===== src/rtl/cache_mem_bridge_pkg.sv =====
// Shared types and constants for cache_mem_bridge.
// Message layouts mirror the 4-byte memory request/response formats used
// between the two-way cache and main memory.
package cache_mem_bridge_pkg;

  localparam int DEF_REQ_DEPTH       = 32'sd4;
  localparam int DEF_RESP_DEPTH      = 32'sd2;
  localparam int DEF_MAX_OUTSTANDING = 32'sd4;

  localparam logic [2:0] MEM_READ  = 3'd0;
  localparam logic [2:0] MEM_WRITE = 3'd1;

  typedef struct packed {
    logic [2:0]  type_;
    logic [7:0]  opaque;
    logic [31:0] addr;
    logic [1:0]  len;
    logic [31:0] data;
  } mem_req_4B_t;

  typedef struct packed {
    logic [2:0]  type_;
    logic [7:0]  opaque;
    logic [1:0]  test;
    logic [1:0]  len;
    logic [31:0] data;
  } mem_resp_4B_t;

  // One request-FIFO slot: the cache request exactly as received, so the
  // original opaque is still available when the entry is issued.
  typedef struct packed {
    mem_req_4B_t msg;
  } req_entry_t;

  // Width of a sequence id; at least one bit even for tiny limits.
  function automatic int id_width(input int n);
    if (n <= 32'sd2) begin
      return 32'sd1;
    end else begin
      return $clog2(n);
    end
  endfunction

endpackage


===== src/rtl/cache_mem_bridge_fifo.sv =====
// Circular-buffer FIFO with synchronous active-low reset.
// Enqueue is refused when full (even if a dequeue happens the same cycle);
// the head is always visible on deq_data when the FIFO is not empty.
module cache_mem_bridge_fifo #(
  parameter int WIDTH = 8,
  parameter int DEPTH = 4
) (
  input  logic                     clk,
  input  logic                     reset,
  input  logic                     enq_val,
  input  logic [WIDTH-1:0]         enq_data,
  input  logic                     deq_rdy,
  output logic [WIDTH-1:0]         deq_data,
  output logic                     full,
  output logic                     empty,
  output logic [$clog2(DEPTH):0]   count
);

  localparam int PTR_W = $clog2(DEPTH);
  localparam logic [PTR_W-1:0] PTR_ONE  = PTR_W'(1);
  localparam logic [PTR_W:0]   CNT_ONE  = (PTR_W + 1)'(1);
  localparam logic [PTR_W:0]   CNT_FULL = (PTR_W + 1)'(DEPTH);
  localparam logic [PTR_W:0]   CNT_ZERO = (PTR_W + 1)'(0);

  logic [PTR_W-1:0] wr_ptr_q, wr_ptr_d;
  logic [PTR_W-1:0] rd_ptr_q, rd_ptr_d;
  logic [PTR_W:0]   count_q, count_d;
  logic [WIDTH-1:0] mem_q [DEPTH];
  logic [WIDTH-1:0] mem_d [DEPTH];
  logic             enq_fire_s;
  logic             deq_fire_s;

  assign full       = (count_q == CNT_FULL);
  assign empty      = (count_q == CNT_ZERO);
  assign count      = count_q;
  assign deq_data   = mem_q[rd_ptr_q];
  assign enq_fire_s = enq_val && !full;
  assign deq_fire_s = deq_rdy && !empty;

  // Next pointer, occupancy and storage contents from this cycle's transfers.
  always_comb begin
    mem_d    = mem_q;
    wr_ptr_d = wr_ptr_q;
    rd_ptr_d = rd_ptr_q;
    count_d  = count_q;
    if (enq_fire_s) begin
      mem_d[wr_ptr_q] = enq_data;
      wr_ptr_d        = wr_ptr_q + PTR_ONE;
    end else begin
      wr_ptr_d = wr_ptr_q;
    end
    if (deq_fire_s) begin
      rd_ptr_d = rd_ptr_q + PTR_ONE;
    end else begin
      rd_ptr_d = rd_ptr_q;
    end
    case ({enq_fire_s, deq_fire_s})
      2'b10:   count_d = count_q + CNT_ONE;
      2'b01:   count_d = count_q - CNT_ONE;
      default: count_d = count_q;
    endcase
  end

  // Control state register; reset empties the FIFO.
  always_ff @(posedge clk) begin
    if (!reset) begin
      wr_ptr_q <= {PTR_W{1'b0}};
      rd_ptr_q <= {PTR_W{1'b0}};
      count_q  <= CNT_ZERO;
    end else begin
      wr_ptr_q <= wr_ptr_d;
      rd_ptr_q <= rd_ptr_d;
      count_q  <= count_d;
    end
  end

  // Payload storage; contents are don't-care until written, so no reset.
  always_ff @(posedge clk) begin
    mem_q <= mem_d;
  end

endmodule


===== src/rtl/cache_mem_bridge.sv =====
// cache_mem_bridge: buffers cache refill/writeback requests, issues up to
// MAX_OUTSTANDING of them to memory under local sequence ids, restores the
// original opaque on the way back and flags out-of-order returns.
// Optional build macro CACHE_MEM_BRIDGE_STATS_EN adds issue/stall counters.
module cache_mem_bridge
  import cache_mem_bridge_pkg::*;
#(
  parameter int REQ_DEPTH       = DEF_REQ_DEPTH,
  parameter int RESP_DEPTH      = DEF_RESP_DEPTH,
  parameter int MAX_OUTSTANDING = DEF_MAX_OUTSTANDING
) (
  input  logic         clk,
  input  logic         reset,
  input  logic         cachereq_val,
  output logic         cachereq_rdy,
  input  mem_req_4B_t  cachereq_msg,
  output logic         cacheresp_val,
  input  logic         cacheresp_rdy,
  output mem_resp_4B_t cacheresp_msg,
  output logic         memreq_val,
  input  logic         memreq_rdy,
  output mem_req_4B_t  memreq_msg,
  input  logic         memresp_val,
  output logic         memresp_rdy,
  input  mem_resp_4B_t memresp_msg,
  input  logic         drain,
  output logic         drain_done,
  output logic         err_seq
`ifdef CACHE_MEM_BRIDGE_STATS_EN
  ,
  output logic [31:0]  stat_req_cnt,
  output logic [31:0]  stat_stall_cnt
`endif
);

  localparam int ID_W  = id_width(MAX_OUTSTANDING);
  localparam int CNT_W = ID_W + 1;
  localparam int RQ_CW = $clog2(REQ_DEPTH) + 1;
  localparam int RS_CW = $clog2(RESP_DEPTH) + 1;
  localparam logic [CNT_W-1:0] MAX_CNT  = CNT_W'(MAX_OUTSTANDING);
  localparam logic [CNT_W-1:0] CNT_ONE  = CNT_W'(1);
  localparam logic [CNT_W-1:0] CNT_ZERO = CNT_W'(0);
  localparam logic [ID_W-1:0]  ID_ONE   = ID_W'(1);

  logic             req_full_s, req_empty_s;
  logic [RQ_CW-1:0] req_count_s;
  logic             resp_full_s, resp_empty_s;
  logic [RS_CW-1:0] resp_count_s;
  req_entry_t       req_in_s, req_head_s;
  mem_resp_4B_t     resp_enq_s;
  logic [ID_W-1:0]  resp_id_s;
  logic             req_enq_s, issue_fire_s, resp_fire_s, cresp_fire_s;

  logic [ID_W-1:0]  issue_id_q, issue_id_d;
  logic [ID_W-1:0]  expect_id_q, expect_id_d;
  logic [CNT_W-1:0] outstanding_q, outstanding_d;
  logic             err_seq_q, err_seq_d;
  logic             drain_done_q, drain_done_d;
  logic [7:0]       opaque_tbl_q [MAX_OUTSTANDING];
  logic [7:0]       opaque_tbl_d [MAX_OUTSTANDING];
`ifdef CACHE_MEM_BRIDGE_STATS_EN
  logic [31:0]      stat_req_q, stat_req_d;
  logic [31:0]      stat_stall_q, stat_stall_d;
`endif

  // Handshake outputs; all forced low while reset is asserted.
  assign cachereq_rdy  = reset && !req_full_s && !drain;
  assign memreq_val    = reset && !req_empty_s && (outstanding_q < MAX_CNT);
  assign memresp_rdy   = reset && !resp_full_s;
  assign cacheresp_val = reset && !resp_empty_s;

  assign req_enq_s     = cachereq_val && cachereq_rdy;
  assign issue_fire_s  = memreq_val && memreq_rdy;
  assign resp_fire_s   = memresp_val && memresp_rdy;
  assign cresp_fire_s  = cacheresp_val && cacheresp_rdy;
  assign req_in_s.msg  = cachereq_msg;

  assign drain_done    = drain_done_q;
  assign err_seq       = err_seq_q;

  cache_mem_bridge_fifo #(
    .WIDTH ($bits(req_entry_t)),
    .DEPTH (REQ_DEPTH)
  ) u_req_fifo (
    .clk      (clk),
    .reset    (reset),
    .enq_val  (req_enq_s),
    .enq_data (req_in_s),
    .deq_rdy  (issue_fire_s),
    .deq_data (req_head_s),
    .full     (req_full_s),
    .empty    (req_empty_s),
    .count    (req_count_s)
  );

  cache_mem_bridge_fifo #(
    .WIDTH ($bits(mem_resp_4B_t)),
    .DEPTH (RESP_DEPTH)
  ) u_resp_fifo (
    .clk      (clk),
    .reset    (reset),
    .enq_val  (resp_fire_s),
    .enq_data (resp_enq_s),
    .deq_rdy  (cresp_fire_s),
    .deq_data (cacheresp_msg),
    .full     (resp_full_s),
    .empty    (resp_empty_s),
    .count    (resp_count_s)
  );

  // Message retagging: outgoing opaque becomes the sequence id, returning
  // opaque is restored from the table slot named by the returned id.
  always_comb begin
    memreq_msg        = req_head_s.msg;
    memreq_msg.opaque = 8'(issue_id_q);
    resp_id_s         = memresp_msg.opaque[ID_W-1:0];
    resp_enq_s        = memresp_msg;
    resp_enq_s.opaque = opaque_tbl_q[resp_id_s];
  end

  // Next-state for sequence ids, outstanding count, error flag and drain.
  always_comb begin
    issue_id_d    = issue_id_q;
    expect_id_d   = expect_id_q;
    outstanding_d = outstanding_q;
    err_seq_d     = err_seq_q;
    opaque_tbl_d  = opaque_tbl_q;
    if (issue_fire_s) begin
      opaque_tbl_d[issue_id_q] = req_head_s.msg.opaque;
      issue_id_d               = issue_id_q + ID_ONE;
    end else begin
      issue_id_d = issue_id_q;
    end
    if (resp_fire_s) begin
      expect_id_d = expect_id_q + ID_ONE;
      if (resp_id_s != expect_id_q) begin
        err_seq_d = 1'b1;
      end else begin
        err_seq_d = err_seq_q;
      end
    end else begin
      expect_id_d = expect_id_q;
    end
    case ({issue_fire_s, resp_fire_s})
      2'b10:   outstanding_d = outstanding_q + CNT_ONE;
      2'b01:   outstanding_d = outstanding_q - CNT_ONE;
      default: outstanding_d = outstanding_q;
    endcase
    drain_done_d = drain
                 && (req_count_s == {RQ_CW{1'b0}})
                 && (resp_count_s == {RS_CW{1'b0}})
                 && (outstanding_q == CNT_ZERO);
  end

`ifdef CACHE_MEM_BRIDGE_STATS_EN
  // Statistics: issued requests and cycles held back by the outstanding limit.
  always_comb begin
    stat_req_d   = stat_req_q;
    stat_stall_d = stat_stall_q;
    if (issue_fire_s) begin
      stat_req_d = stat_req_q + 32'd1;
    end else begin
      stat_req_d = stat_req_q;
    end
    if (!memreq_val && !req_empty_s) begin
      stat_stall_d = stat_stall_q + 32'd1;
    end else begin
      stat_stall_d = stat_stall_q;
    end
  end

  // Statistics registers.
  always_ff @(posedge clk) begin
    if (!reset) begin
      stat_req_q   <= 32'd0;
      stat_stall_q <= 32'd0;
    end else begin
      stat_req_q   <= stat_req_d;
      stat_stall_q <= stat_stall_d;
    end
  end

  assign stat_req_cnt   = stat_req_q;
  assign stat_stall_cnt = stat_stall_q;
`endif

  // Control registers; reset discards all in-flight bookkeeping.
  always_ff @(posedge clk) begin
    if (!reset) begin
      issue_id_q    <= {ID_W{1'b0}};
      expect_id_q   <= {ID_W{1'b0}};
      outstanding_q <= CNT_ZERO;
      err_seq_q     <= 1'b0;
      drain_done_q  <= 1'b0;
    end else begin
      issue_id_q    <= issue_id_d;
      expect_id_q   <= expect_id_d;
      outstanding_q <= outstanding_d;
      err_seq_q     <= err_seq_d;
      drain_done_q  <= drain_done_d;
    end
  end

  // Opaque table; a slot is always written before its id can come back.
  always_ff @(posedge clk) begin
    opaque_tbl_q <= opaque_tbl_d;
  end

endmodule


===== config.mk =====
export PLATFORM = sky130hd
export DESIGN_NAME = cache_mem_bridge
export DESIGN_NICKNAME = d
export VERILOG_FILES = /design/src/rtl/cache_mem_bridge_pkg.sv /design/src/rtl/cache_mem_bridge_fifo.sv /design/src/rtl/cache_mem_bridge.sv
export SDC_FILE = /design/constraint.sdc
export NUM_CORES = 1
export LEC_CHECK = 0
export CORE_MARGIN = 5
export CORE_UTILIZATION = 40
export CTS_CLUSTER_SIZE = 25
export DETAILED_ROUTE_END_ITERATION = 10
export PLACE_DENSITY = 0.74
export SETUP_SLACK_MARGIN = 0.3
export SYNTH_ARGS = -nofsm -noshare
export SYNTH_HDL_FRONTEND = slang
export SYNTH_SLANG_ARGS = --single-unit

===== constraint.sdc =====
create_clock -name clk -period 3.51 [get_ports clk]
set_clock_uncertainty 0.1 [all_clocks]
set_input_delay 0.702 -clock clk [delete_from_list [all_inputs] [get_ports clk]]
set_output_delay 0.702 -clock clk [all_outputs]
set_load 0.1 [all_outputs]

Yosys cells after proc, flatten, opt, wreduce, memory -nomap -nowiden

Cells that the tools add are included.

Multiply operators: 0
Shifts and indexed selects: 0
$lt $le $gt $ge: 10
Multiplexer cells: 21
Divide/modulo/power cells: 0
$add $sub $neg: 12
Eq/ne operators: 9
Bitwise gates (word level): 6
Reductions and logical operators: 32

Operators with widths:

| cell                  | count |
|---|---|
| $bwmux W308           | 1 |
| $mux W77              | 3 |
| $mux W47              | 4 |
| $bmux W77 S2          | 1 |
| $demux W77 S2         | 1 |
| $bwmux W94            | 1 |
| $demux W47 S1         | 1 |
| $bwmux W32            | 1 |
| $mux W8               | 3 |
| $logic_and A1 B1 Y1   | 20 |
| $bmux W8 S2           | 1 |
| $demux W8 S2          | 1 |
| $ge A3 B3 Y1 const B  | 4 |
| $not A2 Y3            | 4 |
| $pmux W3 S2           | 2 |
| $add A2 B1 Y2 const B | 5 |
| $eq A2 B2 Y1 const B  | 4 |
| $add A3 B1 Y3 const B | 2 |
| $eq A2 B1 Y1 const B  | 3 |
| $logic_not A3 Y1      | 2 |
| $lt A3 B1 Y1 const B  | 2 |
| $reduce_bool A2 Y1    | 3 |
| $sub A3 B1 Y3 const B | 2 |
| $logic_not A1 Y1      | 5 |
| other kinds (11)      | 14 |

Memories kept: 0
Output and inout bits: 130
Bits of input ports: 131
Memory bits (writable): 0
Bits in registers: 454
Logic and storage cells: 111
Latch bits: 0
ROM bits: 0

Depth between registers and ports, before layout

Gate-level depths: netlist of run 1.

Word-level depth: 8
Mapped depth: 9
Gate-level depth less buffers: 9

By module

From an unflattened synthesis of run 1, not the netlist that was laid out.

Cells, all modules: 733
Area, all modules: 17,103.9 um2

Modules (own cells, without submodules):

| module                               | area an instance (um2) | cells each | instances | seq. area each (um2) |
|---|---|---|---|---|
| cache_mem_bridge_fifo at u_req_fifo  | 11,760.0               | 454        | 1         | 9,389.0 |
| cache_mem_bridge_fifo at u_resp_fifo | 3,580.9                | 171        | 1         | 2,902.8 |
| cache_mem_bridge                     | 1,762.9                | 108        | 1         | 1,141.1 |

Worst setup path before layout of run 1

Ideal clock, no wire load.

Kind: in2out
Start point: input port reset
End point: output port cachereq_rdy
Arrival: 3.011 ns
Stages on the path: 3
Buffers on the path: 1
Setup slack: -0.303 ns
Path through: buf_2 > inv_1 > nor3_1

Longest elaborated chain between the ends: 2

Ends and longest elaborated chain:

| item                             | line                   | RTL |
|---|---|---|
| start, declared                  | cache_mem_bridge.sv:13 | `input logic reset,` |
| $logic_and A1 B1 Y1 (2 in a row) | cache_mem_bridge.sv:67 | `assign cachereq_rdy = reset && !req_full_s && !drain;` |
| end, declared                    | cache_mem_bridge.sv:15 | `output logic cachereq_rdy,` |

Every way passes these cells.

Worst setup path in the final report of run 1

Same ends and word-level chain as after synthesis.

==> impl_metrics.env, run 1 <==
export IMPL_critPathKind="input port to primary output"
export IMPL_drv_cap=0
export IMPL_rsz0062_at_grt="no"
export IMPL_power_density_nw_per_um2=577
export IMPL_routed_wl_um=33400
export IMPL_die_h_um=219
export IMPL_avgSynthCellArea_um2=21.8
export IMPL_p_int_w=0.00935
export IMPL_place_inst=1560
export IMPL_ys_async_sr_fraction=0
export IMPL_fill_cells=3395
export IMPL_clock_path_buffers=3
export IMPL_dieWidth_um=219
export IMPL_final_seq_area_um2=13400
export IMPL_hold_violations=0
export IMPL_grt_use_total=0.140
export IMPL_peakVddDrop_mv=0.417
export IMPL_holdPathEnd="err_seq"
export IMPL_yosys_most_used_dff="edfxtp_1"
export IMPL_min_delay_start="err_seq"
export IMPL_dp_final_hpwl_um=21700
export IMPL_hold_depth=2
export IMPL_synth_edf_count=434
export IMPL_setup_tns_ps=0
export IMPL_crit_path_max_fanout=9
export IMPL_p_switching_w=0.00329
export IMPL_r2r_cells=9
export IMPL_viasPerCell=4.80
export IMPL_drc_errors=0
export IMPL_combPwrFrac=0.150
export IMPL_core_rowCount=76
export IMPL_ys_warnings_count=0
export IMPL_finalSetupViolCount=0
export IMPL_critPathArrivalTime_ps=2180
export IMPL_cts_buffers=46
export IMPL_cts_sinks=454
export IMPL_clk_latency_ps=570
export IMPL_r2r_end="u_req_fifo.count[2]"
export IMPL_clock_fmax_mhz=336
export IMPL_area_growth_pct=25.9
export IMPL_firstDrtPassIters=4
export IMPL_ys_ff_latch=454
export IMPL_postRouteAntennaNets=0
export IMPL_regToRegStartpoint="u_req_fifo.count[2]"
export IMPL_fin_area_um2=21900
export IMPL_cts_hold_buf=0
export IMPL_die_area_um2=47700
export IMPL_synth_top_area_frac=0.749
export IMPL_synth_top_area_cell="edfxtp_1"
export IMPL_p_sw_frac=0.261
export IMPL_cts_tree="done"
export IMPL_yosys_cell_count_top_type="edfxtp_1"
export IMPL_cp_end_kind="primary output"
export IMPL_io_pins=261
export IMPL_gp_congestion=0.758
export IMPL_worstSetupStartpointType="input port"
export IMPL_tightest_slew_ps=623
export IMPL_grt_antenna_before_repair=4
export IMPL_pwr_share_clk=0.367
export IMPL_syn_instance_count=797
export IMPL_root_buffer="clkbuf_16"
export IMPL_seqPwrFrac=0.483
export IMPL_hold_class="flip-flop to flip-flop"
export IMPL_multi_input_comb_area_um2=3170
export IMPL_yosys_top_cells_count="edfxtp_1, mux4_2, buf_4"
export IMPL_maxSlewViolCount=0
export IMPL_postPlaceCellArea_um2=20500
export IMPL_drive_above_1_share=0.338
export IMPL_power_leakage_nw=7.17
export IMPL_worst_r2r_setup_slack_ps=1100
export IMPL_port_buffers=248
export IMPL_clk_pin_slew_ps=60
export IMPL_fin_cells=1645
export IMPL_synth_area_leaders="edfxtp_1, mux4_2, buf_4"
export IMPL_outcome="completed"
export IMPL_fin_crit_sh=0.849
export IMPL_vias=7899
export IMPL_grt_max_degree=55
export IMPL_ys_types=36
export IMPL_drt_iter0_drc=456
export IMPL_start_util=0.404
export IMPL_slew_headroom=0.583
export IMPL_core_um2=43100
export IMPL_yosysSeqAreaShare=0.772
export IMPL_netlist_area_um2=17400
export IMPL_grt_pass1_wl_um=51200
export IMPL_min_period_ps=2980
export IMPL_nets=1167
export IMPL_overflow=0
export IMPL_wl_per_cell_um=20.3
export IMPL_required_ps=2710
export IMPL_grt_pass1_vias=8616
export IMPL_htree_levels=2
## cell usage in the layout (no fill, tap or decap), types with 4 or more instances in the layout
master / Yosys / final
and2_4: 0 / 4
and2_1: 9 / 4
buf_12: 0 / 54
mux2_2: 47 / 47
nor2_1: 13 / 13
ha_1: 11 / 11
mux4_2: 85 / 85
clkbuf_1: 2 / 13
dfxtp_1: 20 / 17
buf_4: 76 / 96
clkinv_1: 0 / 12
conb_1: 1 / 6
clkdlybuf4s50_1: 0 / 124
o21ai_0: 5 / 5
xor2_1: 7 / 7
or3_1: 4 / 4
edfxtp_1: 434 / 434
a21oi_1: 6 / 6
mux2i_1: 5 / 5
inv_1: 18 / 17
clkbuf_16: 0 / 47
nand2_1: 9 / 9
## per-layer routing
layer / vias to the layer above / wire length [µm] / global-route usage
li1: 3579 / - / -
met1: 4026 / 13100 / 0.171
met3: 45 / 3640 / 0.0647
met2: 243 / 16000 / 0.225
met5: - / 42 / 0
met4: 6 / 571 / 0.0412
## sequential cells by signal, indices dropped and copies added (netlist names), 2 cells and up
register             cells
expect_id_q              2
issue_id_q               2
opaque_tbl_q            32
outstanding_q            3
u_req_fifo.count         3
u_req_fifo.mem_q       308
u_req_fifo.rd_ptr_q      2
u_req_fifo.wr_ptr_q      2
u_resp_fifo.count        2
u_resp_fifo.mem_q       94
## cell type report
class	count	area share
clock buffer	60	0.0559
timing repair buffer	275	0.139
tap	585	0.0334
multi-input combinational	228	0.145
sequential	454	0.614
inverter	18	0.00308
clock inverter	24	0.00977
antenna	1	0.000114
## per-stage QoR
step	total power, W	setup slack, ps	utilization	hold WS (ps)
after floorplan	0.00761	282	-	354
after global placement	0.00810	371	0.475	357
after detailed placement	0.00813	302	0.475	368
after CTS	0.0128	453	0.508	384
after global routing	0.0131	406	0.508	394
final	0.0126	530	0.508	384
## power groups by stage
stage	logic (W)	clock network, W	registers, W
finish	0.00189	0.00464	0.00611
global route	0.00197	0.00503	0.00611
CTS	0.00191	0.00478	0.00611
detailed placement	0.00191	0	0.00622
global placement	0.00189	0	0.00621
floorplan	0.00138	0	0.00624
## worst max-delay path by stage
| stage | slack, ps | from | cells past startpoint | end |
|---|---|---|---|---|
| 6_report | 530 | reset | 5 | cachereq_rdy |
| 5_1_grt | 410 | u_req_fifo.rd_ptr_q[0] | 3 | memreq_msg[56] |
| 4_1_cts | 450 | u_req_fifo.rd_ptr_q[0] | 3 | memreq_msg[38] |
| 3_5_place_dp | 300 | reset | 10 | outstanding_q[2] |
| 3_3_place_gp | 370 | reset | 10 | outstanding_q[2] |
| 2_1_floorplan | 280 | reset | 4 | cacheresp_val |
## worst max-delay path: stages
cell and delay (ps):
clkdlybuf4s50_1 620, buf_4 200, inv_1 170, nor3_2 270, buf_12 210
## what timing repair did
item / in CTS / in global routing
endpoints found under the hold margin: 0 / 0
gates resized for setup: 1 / 0
buffers inserted: 0 / 0
endpoints found under the setup margin: 2 / 0
## kinds of logic after synthesis
kind of cell             count (synthesis)  share of synthesized area
AO/OA/AOI/OAI                           18                    0.00655
XOR/XNOR                                 9                    0.00453
adder cells (fa/ha/maj)                 13                     0.0102
buffers and inverters                  120                     0.0476
flip-flops                             454                      0.772
multiplexers                           137                      0.143
other                                    1                   0.000216
AND/OR/NAND/NOR                         45                     0.0151
No activity file was read; power rests on OpenSTA's default activity.
==> inputs of run 2 (changes only) <==
PLACE_DENSITY = 0.72   (was 0.74)
clock period = 2.8 ns   (was 3.51 ns; I/O delays follow)
==> run 2 against run 1 <==
Compared with the run above:
- sequential share of layout area is 3.9 points lower
- global-route usage grew 0.65 points
- clock power rose by 27%
- setup slack worse by 440 ps
- largest power group unchanged
- first-iteration DRC count rose by 12%
- utilization is 3.5 points higher
- combinational power up 48%
- critical endpoint is now memreq_msg[54]
- cell count rose by 1.5%
- register-to-register slack got worse by 550 ps
- cell area rose by 6.9%
- hold slack got worse by 3.5 ps
- critical path depth down 1
==> impl_metrics.env, run 2 (synthesis results as in run 1) <==
export IMPL_outcome="completed"
export IMPL_cp_end_kind="primary output"
export IMPL_clk_pin_slew_ps=60
export IMPL_reg_top3="u_req_fifo.mem_q (308), u_resp_fifo.mem_q (94), opaque_tbl_q (32)"
export IMPL_overflow=0
export IMPL_final_common_cell="edfxtp_1"
export IMPL_clock_fmax_mhz=369
export IMPL_tightest_slew_ps=498
export IMPL_viasPerCell=4.82
export IMPL_critPathArrivalTime_ps=2050
export IMPL_cts_sinks=454
export IMPL_finalSetupViolCount=0
export IMPL_grt_pass1_wl_um=53000
export IMPL_cts_tree="done"
export IMPL_clk_latency_ps=560
export IMPL_mostFrequentLayoutCells="edfxtp_1, buf_12, clkdlybuf4s50_1, mux4_2, clkbuf_16"
export IMPL_cts_buffers=46
export IMPL_dp_final_hpwl_um=22600
export IMPL_vias=8048
export IMPL_gp_congestion=0.716
export IMPL_drc_errors=0
export IMPL_maxSlewViolCount=0
export IMPL_nets=1196
export IMPL_start_util=0.404
export IMPL_wl_per_cell_um=21.0
export IMPL_core_rowCount=76
export IMPL_cts_hold_buf=0
export IMPL_top_register="u_req_fifo.mem_q"
export IMPL_drv_cap=0
export IMPL_grt_use_total=0.146
export IMPL_dieWidth_um=219
export IMPL_drt_iter0_drc=511
export IMPL_clock_path_buffers=3
export IMPL_io_pins=261
export IMPL_power_density_nw_per_um2=697
export IMPL_htree_levels=2
export IMPL_routed_wl_um=35100
export IMPL_drive_above_1_share=0.366
export IMPL_fill_cells=3228
export IMPL_firstDrtPassIters=4
export IMPL_whs_ps=381
export IMPL_postRouteAntennaNets=0
export IMPL_grt_pass1_vias=8708
export IMPL_grt_antenna_before_repair=6
export IMPL_critPathKind="flip-flop to primary output"
export IMPL_core_um2=43100
export IMPL_fin_crit_sh=0.967
export IMPL_die_h_um=219
export IMPL_power_leakage_nw=7.79
export IMPL_utilization=0.543
export IMPL_hold_class="flip-flop to flip-flop"
export IMPL_pre_cts_ws_ps=-44.1
export IMPL_worstSetupStartpointType="flip-flop"
export IMPL_grt_max_degree=48
export IMPL_peakVddDrop_mv=0.645
export IMPL_min_period_ps=2710
export IMPL_die_area_um2=47700
export IMPL_area_growth_pct=34.6
export IMPL_hold_violations=0
export IMPL_port_buffers=248
export IMPL_rsz0062_at_grt="yes"
export IMPL_required_ps=2140
export IMPL_setup_slack_ps=92.7
export IMPL_largest_register_ffs=308
export IMPL_slew_headroom=0.667
export IMPL_finalPower_w=0.0163
export IMPL_setup_tns_ps=0
export IMPL_root_buffer="clkbuf_16"
export IMPL_crit_path_max_fanout=16
==> run 2: power breakdown <==
group | switching, W | total [W] | internal, W
Clock | 0.00245 | 0.00587 | 0.00342
Sequential | 0.0000554 | 0.00765 | 0.00760
Combinational | 0.00171 | 0.00279 | 0.00108
Total | 0.00421 | 0.0163 | 0.0121
==> run 2: stage by stage <==
stage | instances | cell area (µm²)
global placement | 1574 | 21700
global route | 1669 | 23400
detailed placement | 1574 | 21700
CTS | 1668 | 23400
floorplan | 802 | 17400
finish | 1670 | 23400
==> run 2: worst paths after layout <==
check	slack [ps]	start	end	cells after the start
worst max-delay path	90	u_req_fifo.rd_ptr_q[0]	memreq_msg[54]	4
worst min-delay path	380	err_seq	err_seq	2
worst max register to register	550	u_req_fifo.count[0]	outstanding_q[2]	10
worst min register to register	380	err_seq	err_seq	2
==> run 2: critical path: stages (launching register included) <==
cell	delay (ps)
dfxtp_4	380
buf_4	130
buf_16	180
mux4_2	580
buf_12	190
==> run 2: final cells by class <==
class                           instances  area, µm²  share of cell area
Clock buffer                           50       1190              0.0507
Antenna cell                            1       2.50            0.000107
Multi-Input combinational cell        228       3180               0.136
Sequential cell                       454      13400               0.574
Inverter                               18       67.6             0.00289
Clock inverter                         30        259              0.0111
Tap cell                              585        732              0.0313
Timing Repair Buffer                  304       4540               0.194
==> run 2: timing repair <==
action,CTS,global route
gates cloned,3,1
setup endpoints to repair,111,71
setup buffers,11,0
resized for setup,14,1
==> run 2: layer usage <==
metal,vias up,share of wire,track usage
li1,3640,-,-
met1,4076,0.40,0.185
met2,275,0.48,0.232
met3,47,0.11,0.0672
met4,10,0.015,0.0358
met5,-,0.0014,0
==> inputs of run 3 (changes only) <==
SKIP_CTS_REPAIR_TIMING = 1   (was not set)
==> run 3 against run 2 <==
Compared with the run above:
- sequential cell count unchanged
- first-iteration DRC count is 1.6% higher
- routed wire length grew 0.67%
- largest power group unchanged
==> impl_metrics.env, run 3 (synthesis results as in run 1) <==
export IMPL_wl_per_cell_um=21.0
export IMPL_tightest_slew_ps=500
export IMPL_top_layer="met5"
export IMPL_top_register="u_req_fifo.mem_q"
export IMPL_die_area_um2=47700
export IMPL_port_buffers=248
export IMPL_power_leakage_nw=7.84
export IMPL_wl_met2_um=16800
export IMPL_p_int_w=0.0121
export IMPL_wirelength_met1_um=13900
export IMPL_final_seq_area_um2=13400
export IMPL_worstSetupStartpointType="flip-flop"
export IMPL_dp_final_hpwl_um=22600
export IMPL_power_density_nw_per_um2=696
export IMPL_wl_met3_um=4060
export IMPL_hold_depth=4
export IMPL_finalSetupViolCount=0
export IMPL_cp_num_buf_inv=3
export IMPL_root_buffer="clkbuf_16"
export IMPL_cp_end_kind="primary output"
export IMPL_io_pins=261
export IMPL_viasPerCell=4.82
export IMPL_postRouteAntennaNets=0
export IMPL_grt_antenna_before_repair=6
export IMPL_area_growth_pct=35.0
export IMPL_largest_register_ffs=308
export IMPL_hold_violations=0
export IMPL_min_delay_start="reset"
export IMPL_slew_headroom=0.666
export IMPL_grt_pass1_wl_um=51300
export IMPL_gp_congestion=0.716
export IMPL_postPlaceCellArea_um2=21700
export IMPL_combPwrFrac=0.172
export IMPL_grt_max_degree=48
export IMPL_worst_r2r_setup_slack_ps=540
export IMPL_multi_input_comb_area_um2=3180
export IMPL_crit_slowest_cell="mux4_2"
export IMPL_holdPathEnd="err_seq"
export IMPL_htree_levels=2
export IMPL_required_ps=2140
export IMPL_clock_fmax_mhz=376
export IMPL_clock_path_buffers=3
export IMPL_path_delay_family="multiplexers"
export IMPL_core_um2=43100
export IMPL_clk_pin_slew_ps=60
export IMPL_overflow=0
export IMPL_cp_cell_sequence="buf_6 > clkbuf_16 > mux4_2 > buf_12"
export IMPL_reg_top3="u_req_fifo.mem_q (308), u_resp_fifo.mem_q (94), opaque_tbl_q (32)"
export IMPL_fin_area_um2=23500
export IMPL_outcome="completed"
export IMPL_seqPwrFrac=0.468
export IMPL_routed_wl_um=35300
export IMPL_start_util=0.404
export IMPL_drv_cap=0
export IMPL_peakVddDrop_mv=0.645
export IMPL_drive_above_1_share=0.370
export IMPL_r2r_cells=10
export IMPL_maxSlewViolCount=0
export IMPL_fill_cells=3225
export IMPL_fin_crit_sh=0.950
export IMPL_critPathArrivalTime_ps=2000
export IMPL_nets=1203
export IMPL_final_common_cell="edfxtp_1"
export IMPL_pwr_share_clk=0.360
export IMPL_slowest_delay_ps=550
export IMPL_regToRegStartpoint="u_req_fifo.count[0]"
export IMPL_r2r_end="outstanding_q[2]"
export IMPL_p_sw_frac=0.258
export IMPL_cts_sinks=454
export IMPL_die_h_um=219
export IMPL_dieWidth_um=219
export IMPL_crit_path_max_fanout=8
export IMPL_firstDrtPassIters=5
export IMPL_cts_tree="done"
export IMPL_grt_use_total=0.141
export IMPL_drt_iter0_drc=519
export IMPL_cts_buffers=46
export IMPL_clk_latency_ps=560
export IMPL_rsz0062_at_grt="yes"
export IMPL_hold_class="input port to flip-flop"
export IMPL_drc_errors=0
export IMPL_critPathKind="flip-flop to primary output"
export IMPL_p_switching_w=0.00422
export IMPL_mostFrequentLayoutCells="edfxtp_1, buf_12, clkdlybuf4s50_1, mux4_2, clkbuf_16"
export IMPL_vias=8085
export IMPL_grt_pass1_vias=8567
export IMPL_setup_tns_ps=0
export IMPL_min_period_ps=2660
export IMPL_core_rowCount=76
-- run 3: cell types whose count changed in the layout (fill, tap and decap cells not counted), sizes merged --
cell and delta:
buf +2, dlymetal6s2s +1, clkbuf +5, dlygate4sd2 -1
-- run 3: stage by stage --
stage               worst slack, ps  total power, W  std cells   util  hold WS, ps
detailed placement            -44.1          0.0105       1574  0.503          370
floorplan                      -144         0.00954        802      -          354
global route                   79.9          0.0169       1676  0.545          381
CTS                           -65.5          0.0164       1654  0.537          384
finish                          141          0.0163       1677  0.545          372
global placement              -10.9          0.0105       1574  0.503          347
-- run 3: tightest hold or removal path: cells and delay by family --
kind | cells | cell delay, ps
AO/OA/AOI/OAI | 1 | 50
buffers and inverters | 2 | 330
AND/OR/NAND/NOR | 1 | 40
-- run 3: final cells by class --
cell class | instances | share of cell area
repair buffers | 311 | 0.196
multi-input cells | 228 | 0.135
diodes | 1 | 0.000107
clock inverters | 30 | 0.0110
clock buffers | 50 | 0.0506
well taps | 585 | 0.0312
inverters | 18 | 0.00288
flip-flops and latches | 454 | 0.573
-- run 3: worst max path at each step --
| stage | cells after the start | from | end | slack [ps] |
|---|---|---|---|---|
| 2_1_floorplan | 4 | reset | cacheresp_val | -140 |
| 3_3_place_gp | 9 | reset | u_req_fifo.count[2] | -10 |
| 3_5_place_dp | 9 | reset | u_req_fifo.count[2] | -40 |
| 4_1_cts | 3 | u_req_fifo.rd_ptr_q[1] | memreq_msg[13] | -70 |
| 5_1_grt | 4 | u_req_fifo.rd_ptr_q[0] | memreq_msg[55] | 80 |
| 6_report | 4 | u_req_fifo.rd_ptr_q[0] | memreq_msg[55] | 140 |
-- run 3: layer usage --
metal  track usage  up-vias
met4        0.0358       10
met3        0.0684       45
met5             0        -
met2         0.222      289
met1         0.176     4093
li1              -     3648
-- run 3: power groups by stage --
stage / clock [W] / sequential, W / combinational, W
after floorplan: 0 / 0.00782 / 0.00173
after global placement: 0 / 0.00778 / 0.00270
after detailed placement: 0 / 0.00779 / 0.00273
after CTS: 0.00605 / 0.00765 / 0.00274
after global routing: 0.00636 / 0.00766 / 0.00291
final: 0.00588 / 0.00765 / 0.00281
